--- src/rtl/alu_arbiter_if.sv ---
// Bundle of signals between two requesters, the arbiter, the shared LogicUnit
// and the response consumer. The arbiter takes the slave view.
`timescale 1ns/1ps
interface alu_arbiter_if #(
  parameter int N = 4
);
  logic         req0_valid;
  logic         req0_ready;
  logic [N-1:0] req0_a;
  logic [N-1:0] req0_b;
  logic [1:0]   req0_op;

  logic         req1_valid;
  logic         req1_ready;
  logic [N-1:0] req1_a;
  logic [N-1:0] req1_b;
  logic [1:0]   req1_op;

  logic [N-1:0] lu_a;
  logic [N-1:0] lu_b;
  logic [1:0]   lu_ctrl;
  logic [N-1:0] lu_result;

  logic         resp_valid;
  logic         resp_ready;
  logic [N-1:0] resp_data;
  logic         resp_id;

  modport master (
    output req0_valid, req0_a, req0_b, req0_op,
    output req1_valid, req1_a, req1_b, req1_op,
    input  req0_ready, req1_ready,
    input  lu_a, lu_b, lu_ctrl,
    output lu_result,
    input  resp_valid, resp_data, resp_id,
    output resp_ready
  );

  modport slave (
    input  req0_valid, req0_a, req0_b, req0_op,
    input  req1_valid, req1_a, req1_b, req1_op,
    output req0_ready, req1_ready,
    output lu_a, lu_b, lu_ctrl,
    input  lu_result,
    output resp_valid, resp_data, resp_id,
    input  resp_ready
  );
endinterface

--- src/rtl/alu_arbiter.sv ---
// Round-robin arbiter sharing one combinational LogicUnit between two requesters.
// state | meaning
// IDLE  | waiting for a request; grants one and latches its operands
// EXEC  | latched operands on the LogicUnit; result captured at cycle end
// RESP  | response held until the consumer takes it
`timescale 1ns/1ps
module alu_arbiter #(
  parameter int N = 4
) (
  input logic         clk,
  input logic         rst_n,
  alu_arbiter_if.slave bus
);
  typedef enum logic [1:0] {IDLE, EXEC, RESP} state_t;

  state_t       state;
  logic         ptr;
  logic [N-1:0] a_q;
  logic [N-1:0] b_q;
  logic [1:0]   op_q;
  logic         id_q;
  logic [N-1:0] data_q;
  logic         rid_q;
  logic         rvalid_q;

  logic in_idle;
  logic any_req;
  logic grant1;

  assign in_idle = (state == IDLE);
  assign any_req = bus.req0_valid | bus.req1_valid;
  // req1 wins when it is alone or when the pointer favours it
  assign grant1  = bus.req1_valid & (~bus.req0_valid | ptr);

  assign bus.req0_ready = in_idle & bus.req0_valid & ~grant1;
  assign bus.req1_ready = in_idle & grant1;

  assign bus.lu_a       = a_q;
  assign bus.lu_b       = b_q;
  assign bus.lu_ctrl    = op_q;
  assign bus.resp_valid = rvalid_q;
  assign bus.resp_data  = data_q;
  assign bus.resp_id    = rid_q;

  always_ff @(posedge clk or negedge rst_n) begin
    if (!rst_n) begin
      state    <= IDLE;
      ptr      <= 1'b0;
      a_q      <= '0;
      b_q      <= '0;
      op_q     <= '0;
      id_q     <= 1'b0;
      data_q   <= '0;
      rid_q    <= 1'b0;
      rvalid_q <= 1'b0;
    end else begin
      case (state)
        IDLE: begin
          if (any_req) begin
            a_q   <= grant1 ? bus.req1_a  : bus.req0_a;
            b_q   <= grant1 ? bus.req1_b  : bus.req0_b;
            op_q  <= grant1 ? bus.req1_op : bus.req0_op;
            id_q  <= grant1;
            ptr   <= ~grant1;
            state <= EXEC;
          end
        end
        EXEC: begin
          data_q   <= bus.lu_result;
          rid_q    <= id_q;
          rvalid_q <= 1'b1;
          state    <= RESP;
        end
        RESP: begin
          if (bus.resp_ready) begin
            rvalid_q <= 1'b0;
            state    <= IDLE;
          end
        end
        default: begin
          rvalid_q <= 1'b0;
          state    <= IDLE;
        end
      endcase
    end
  end
endmodule

--- src/flat_wrapper.sv ---
// flat-port wrapper written by rule: the top's interface ports become plain ports
module alu_arbiter_flat 
#(
  parameter int N = 4
)
  (clk, rst_n, bus_req0_valid, bus_req0_a, bus_req0_b, bus_req0_op, bus_req1_valid, bus_req1_a, bus_req1_b, bus_req1_op, bus_req0_ready, bus_req1_ready, bus_lu_a, bus_lu_b, bus_lu_ctrl, bus_lu_result, bus_resp_valid, bus_resp_data, bus_resp_id, bus_resp_ready);
  alu_arbiter_if #(.N(N)) bus_i ();
  input logic clk;
  input logic rst_n;
  input wire logic [$bits(bus_i.req0_valid)-1:0] bus_req0_valid;
  input wire logic [$bits(bus_i.req0_a)-1:0] bus_req0_a;
  input wire logic [$bits(bus_i.req0_b)-1:0] bus_req0_b;
  input wire logic [$bits(bus_i.req0_op)-1:0] bus_req0_op;
  input wire logic [$bits(bus_i.req1_valid)-1:0] bus_req1_valid;
  input wire logic [$bits(bus_i.req1_a)-1:0] bus_req1_a;
  input wire logic [$bits(bus_i.req1_b)-1:0] bus_req1_b;
  input wire logic [$bits(bus_i.req1_op)-1:0] bus_req1_op;
  output wire logic [$bits(bus_i.req0_ready)-1:0] bus_req0_ready;
  output wire logic [$bits(bus_i.req1_ready)-1:0] bus_req1_ready;
  output wire logic [$bits(bus_i.lu_a)-1:0] bus_lu_a;
  output wire logic [$bits(bus_i.lu_b)-1:0] bus_lu_b;
  output wire logic [$bits(bus_i.lu_ctrl)-1:0] bus_lu_ctrl;
  input wire logic [$bits(bus_i.lu_result)-1:0] bus_lu_result;
  output wire logic [$bits(bus_i.resp_valid)-1:0] bus_resp_valid;
  output wire logic [$bits(bus_i.resp_data)-1:0] bus_resp_data;
  output wire logic [$bits(bus_i.resp_id)-1:0] bus_resp_id;
  input wire logic [$bits(bus_i.resp_ready)-1:0] bus_resp_ready;
  assign bus_i.req0_valid = bus_req0_valid;
  assign bus_i.req0_a = bus_req0_a;
  assign bus_i.req0_b = bus_req0_b;
  assign bus_i.req0_op = bus_req0_op;
  assign bus_i.req1_valid = bus_req1_valid;
  assign bus_i.req1_a = bus_req1_a;
  assign bus_i.req1_b = bus_req1_b;
  assign bus_i.req1_op = bus_req1_op;
  assign bus_req0_ready = bus_i.req0_ready;
  assign bus_req1_ready = bus_i.req1_ready;
  assign bus_lu_a = bus_i.lu_a;
  assign bus_lu_b = bus_i.lu_b;
  assign bus_lu_ctrl = bus_i.lu_ctrl;
  assign bus_i.lu_result = bus_lu_result;
  assign bus_resp_valid = bus_i.resp_valid;
  assign bus_resp_data = bus_i.resp_data;
  assign bus_resp_id = bus_i.resp_id;
  assign bus_i.resp_ready = bus_resp_ready;
  alu_arbiter #(.N(N)) u_core (.clk(clk), .rst_n(rst_n), .bus(bus_i));
endmodule
--- config.mk ---
export PLATFORM = sky130hd
export DESIGN_NAME = alu_arbiter_flat
export DESIGN_NICKNAME = d
export VERILOG_FILES = /design/src/rtl/alu_arbiter_if.sv /design/src/rtl/alu_arbiter.sv /design/src/flat_wrapper.sv
export SDC_FILE = /design/constraint.sdc
export NUM_CORES = 1
export LEC_CHECK = 0
export CORE_MARGIN = 2
export CORE_UTILIZATION = 40
export DETAILED_ROUTE_END_ITERATION = 8
export GPL_TIMING_DRIVEN = 0
export PLACE_DENSITY = 0.82
export SLEW_MARGIN = 0
export SYNTH_ARGS = -nofsm -noshare
export SYNTH_HDL_FRONTEND = slang
export SYNTH_SLANG_ARGS = --single-unit
--- constraint.sdc ---
create_clock -name clk -period 2.3 [get_ports clk]
set_clock_uncertainty 0.1 [all_clocks]
set_input_delay 0.46 -clock clk [delete_from_list [all_inputs] [get_ports clk]]
set_output_delay 0.46 -clock clk [all_outputs]
set_load 0.01 [all_outputs]
# After elaboration in Yosys (flattened, before gate mapping)
# Cells that the tools add are included.
totals:
  ff_bits: 20
  inputBits: 29
  out_inout_bits: 18
  wordCells: 34
op_classes:
  eq_ne: 4
  mux: 8
  n_bitwise: 9
  n_reduce_logical: 4
op_table:
  columns: ["operator", "count"]
  rows:
  - ["$mux W4", 2]
  - ["$mux W2", 3]
  - ["$pmux W2 S3", 1]
  - ["$reduce_and A2 Y1", 3]
  - ["$and A1 B1 Y1", 4]
  - ["$ne A2 B2 Y1 const B", 2]
  - ["$not A1 Y1", 3]
  - ["$pmux W1 S3", 1]
  - ["$eq A2 B1 Y1 const B", 1]
  - ["$eq A2 B2 Y1 const B", 1]
  - ["$logic_not A2 Y1", 1]
  - ["$or A1 B1 Y1", 2]
  - ["$mux W1", 1]

# Logic depth before layout (Yosys ltp)
depth:
  word_depth: 5
  ltp_mapped: 5
  depth_no_buf: 3

# Worst setup path before layout
# Ideal clock, no wire load.
synth_path:
  kind: "input-to-output"
  from: "input bus_req1_valid"
  to: "output bus_req0_ready"
  t_arrival_ns: 0.975
  slack_ns: 0.765
  stages: 3
  cell_sequence: "inv_1 -> o211ai_1 -> inv_1"
synth_via:
  elab_chain_cells: 3
synth_rtl:
  columns: ["item", "line_no", "source"]
  rows:
  - ["from (decl)", "flat_wrapper.sv:14", "input wire logic [$bits(bus_i.req1_valid)-1:0] bus_req1_valid;"]
  - ["$and A1 B1 Y1", "alu_arbiter.sv:33", "assign grant1 = bus.req1_valid & (~bus.req0_valid | ptr);"]
  - ["$not A1 Y1", "alu_arbiter.sv:35", "assign bus.req0_ready = in_idle & bus.req0_valid & ~grant1;"]
  - ["$and A1 B1 Y1", "alu_arbiter.sv:35", null]
  - ["to (decl)", "flat_wrapper.sv:18", "output wire logic [$bits(bus_i.req0_ready)-1:0] bus_req0_ready;"]
# Every way passes these cells.

# Worst setup path in the final report
layout_path:
  from: "input bus_req0_valid"
  to: "output bus_req1_ready"
layout_via:
  elab_chain_cells: 4
layout_rtl:
  columns: ["item", "line_no", "source"]
  rows:
  - ["from (decl)", "flat_wrapper.sv:10", "input wire logic [$bits(bus_i.req0_valid)-1:0] bus_req0_valid;"]
  - ["$not A1 Y1", "alu_arbiter.sv:33", null]
  - ["$or A1 B1 Y1", "alu_arbiter.sv:33", null]
  - ["$and A1 B1 Y1", "alu_arbiter.sv:33", null]
  - ["$and A1 B1 Y1", "alu_arbiter.sv:36", "assign bus.req1_ready = in_idle & grant1;"]
  - ["to (decl)", "flat_wrapper.sv:19", "output wire logic [$bits(bus_i.req1_ready)-1:0] bus_req1_ready;"]
# Every way passes these cells.

==> metrics <==
final hold violation count=0; P_leak=between 0.6 and 0.7 nW; Worst-path clk slew=between 100 and 150 ps; pin count of the biggest net entering global routing=21; final setup violation count=0; wire length on met2=1.22 mm; Die X=53.4 um; flops & latches, synth=20; status=completed; Ys Warns=0; antenna-violating nets left=0; drt first pass iters=4; Mapped Avg Cell Area=~11 um2; Row Count=17; Crit path required time=1740 ps; final WL=approximately 2.4 mm; highest routing layer actually used=met4; CP max FO=4; initial DRC count=5; kind of critical path=in2out; dpl cells=roughly 160; sequential cell area fraction in the yosys report=0.513; initial antenna violation count=0; first-pass GRT wire length=between 3 and 4 mm; Unique masters post-synth=24; RSZ-0062 raised after global routing=no; Final #Nets=about 180; Worst-Margin Slew=around 870 ps; htree depth=1; Buffers on Ports=between 40 and 50; CP endpoint kind=output port; syn nets=between 100 and 150; share of the synthesized area in the top cell type=0.513; DRC violations left=0; fillers=between 150 and 200; TritonCTS buffer count=3; clk sink count=20; Clock Tree Buf Depth=2; Critical Path Source Type=input pin; Final min period=roughly 2200 ps; Die Y=roughly 53 um; routed vias=~890; Syn Inst Count=90; Max IR drop VDD=~0.8 mV; TritonCTS clock tree=done; root buf cell=clkbuf_4; Tcrit/Tclk final=0.969; vias in the first global route=a little over 900; IO Count=between 40 and 50; Layout Cells excl Fill=173; gpl congestion=0.711; DIE AREA=2850 um2; worst skew pair latency=300 ps; reg2reg setup slack=about 450 ps; Post-Syn Area=roughly 970 um2; DR WL met3=just under 200 um; WL per Instance=roughly 14 um; Post-DP Area=about 1500 um2; GRT overflow=0; Pwr per Cell Area=around 1200 nW/um2; top cells by area, synth=dfrtp_1, a31oi_2, mux2_2; Fmax=about 450 MHz; Synth area leader=dfrtp_1; synth-to-layout area growth=60.1%; Max-cap violations=0; HP Class=reg2reg; Initial Utilization=0.432; fin. max-slew vios=0; cts hold-fix bufs=0; CP arrival=between 1500 and 2000 ps; core area=between 2000 and 2500 um2; antenna diode count=0; Tot GR Track Use=0.191; vias per cell=about 5; Post-DP HPWL=about 1.8 mm; final instance area=~1600 um2; layout cells sized above 1=0.193; met1 wire length=roughly 980 um; Max-slew headroom=0.415
report_power, final:
part           internal [mW]  total, mW  switching, mW
clock network          0.176      0.286          0.110
logic                  0.562      0.990          0.428
registers              0.528      0.643          0.114
stage by stage:
stage          hold WS [ps]  worst slack (ps)  power, mW  setup TNS [ps]   util
2_1_floorplan          64.4               765       1.15               0      -
3_3_place_gp            363              -354       1.57            -507  0.652
3_5_place_dp            371              -417       1.61            -568  0.652
4_1_cts                 398              59.6       1.92               0  0.688
5_1_grt                 424              33.3       2.05               0  0.692
6_report                393              70.5       1.92               0  0.692
cells in the final DEF, fill, tap and decap left out:
cell type and n:
nand2_1 1, bufinv_16 1, dfrtp_1 20, clkbuf_4 3, buf_2 1, clkdlybuf4s50_1 43
o211ai_1 1, nor2b_1 2, mux2_2 5, o21ai_2 1, inv_2 1, o221ai_1 3
o21ai_0 8, buf_4 5, dlygate4sd2_1 2, and2_4 1, o21a_1 1, o32ai_2 1
nand4_1 3, or2_1 1, buf_6 2, or2b_1 1, inv_1 9, a31oi_2 7
nand3_1 7, a21oi_1 7, clkbuf_1 3, nor2_1 2, nor3_1 1, dlymetal6s2s_1 1
a21o_1 1
worst paths after layout:
check                                             startpoint                             endpoint  depth (start not counted)
setup / recovery                              bus_req0_valid                       bus_req1_ready                          5
hold / removal             u_core.bus.resp_valid$_DFFE_PN0P_    u_core.bus.resp_valid$_DFFE_PN0P_                          1
setup reg to reg                 u_core.state[1]$_DFFE_PN0P_       u_core.bus.lu_b[2]$_DFFE_PN0P_                          8
hold reg to reg            u_core.bus.resp_valid$_DFFE_PN0P_    u_core.bus.resp_valid$_DFFE_PN0P_                          1
max in group asynchronous                              rst_n       u_core.bus.lu_a[3]$_DFFE_PN0P_                          1
min in group asynchronous                              rst_n  u_core.bus.resp_data[1]$_DFFE_PN0P_                          1
cell type report:
cell class,instances,area [um2],share of cell area
plain buffers,6,38.8,0.0249
repair buffers,51,498,0.319
flip-flops and latches,20,500,0.321
multi-input cells,54,398,0.255
inverters,10,37.5,0.0241
clock inverters,1,30.0,0.0192
clock buffers,3,22.5,0.0144
well taps,28,35.0,0.0225
worst max-delay path, stage by stage:
cell and delay (ps):
clkdlybuf4s50_1 510, or2b_1 250, nand2_1 110, nor3_1 60, dlygate4sd2_1 290
sequential cells by signal (all words and copies together) (netlist names):
signal / cells
u_core.bus.lu_a: 4
u_core.bus.resp_data: 4
u_core.bus.resp_valid: 1
u_core.state: 2
u_core.bus.lu_ctrl: 2
u_core.ptr: 1
u_core.bus.lu_b: 4
u_core.id_q: 1
u_core.bus.resp_id: 1
synthesized netlist by cell type, drive strengths merged:
cell	n
nor2b	2
o211ai	1
inv	10
or2b	1
a31oi	7
dfrtp	20
a21oi	7
nor3	1
o21a	1
a21o	1
nand2	1
buf	3
nor2	2
o32ai	1
and2	1
mux2	5
or2	1
nand4	3
nand3	7
o21ai	9
o221ai	3
clkbuf	3
metal layers:
layer	up-vias	GRT usage
li1	433	-
met1	406	0.197
met2	44	0.366
met3	6	0.0339
met4	0	0.0855
met5	-	0
kinds of logic after synthesis:
group,Yosys count,share of synthesized area
muxes,5,0.0578
DFF,20,0.513
and+or+nand+nor,19,0.108
buffers and inverters,16,0.0783
AOI/OAI and AO/OA,30,0.243
repair_timing:
item | 4_1_cts | 5_1_grt
pin swaps | 1 | 1
cloned | 0 | 0
setup buffers | 4 | 1
gates resized for setup | 3 | 1
endpoints found under the setup margin | 2 | 1
(Power assumes the default switching activity.)
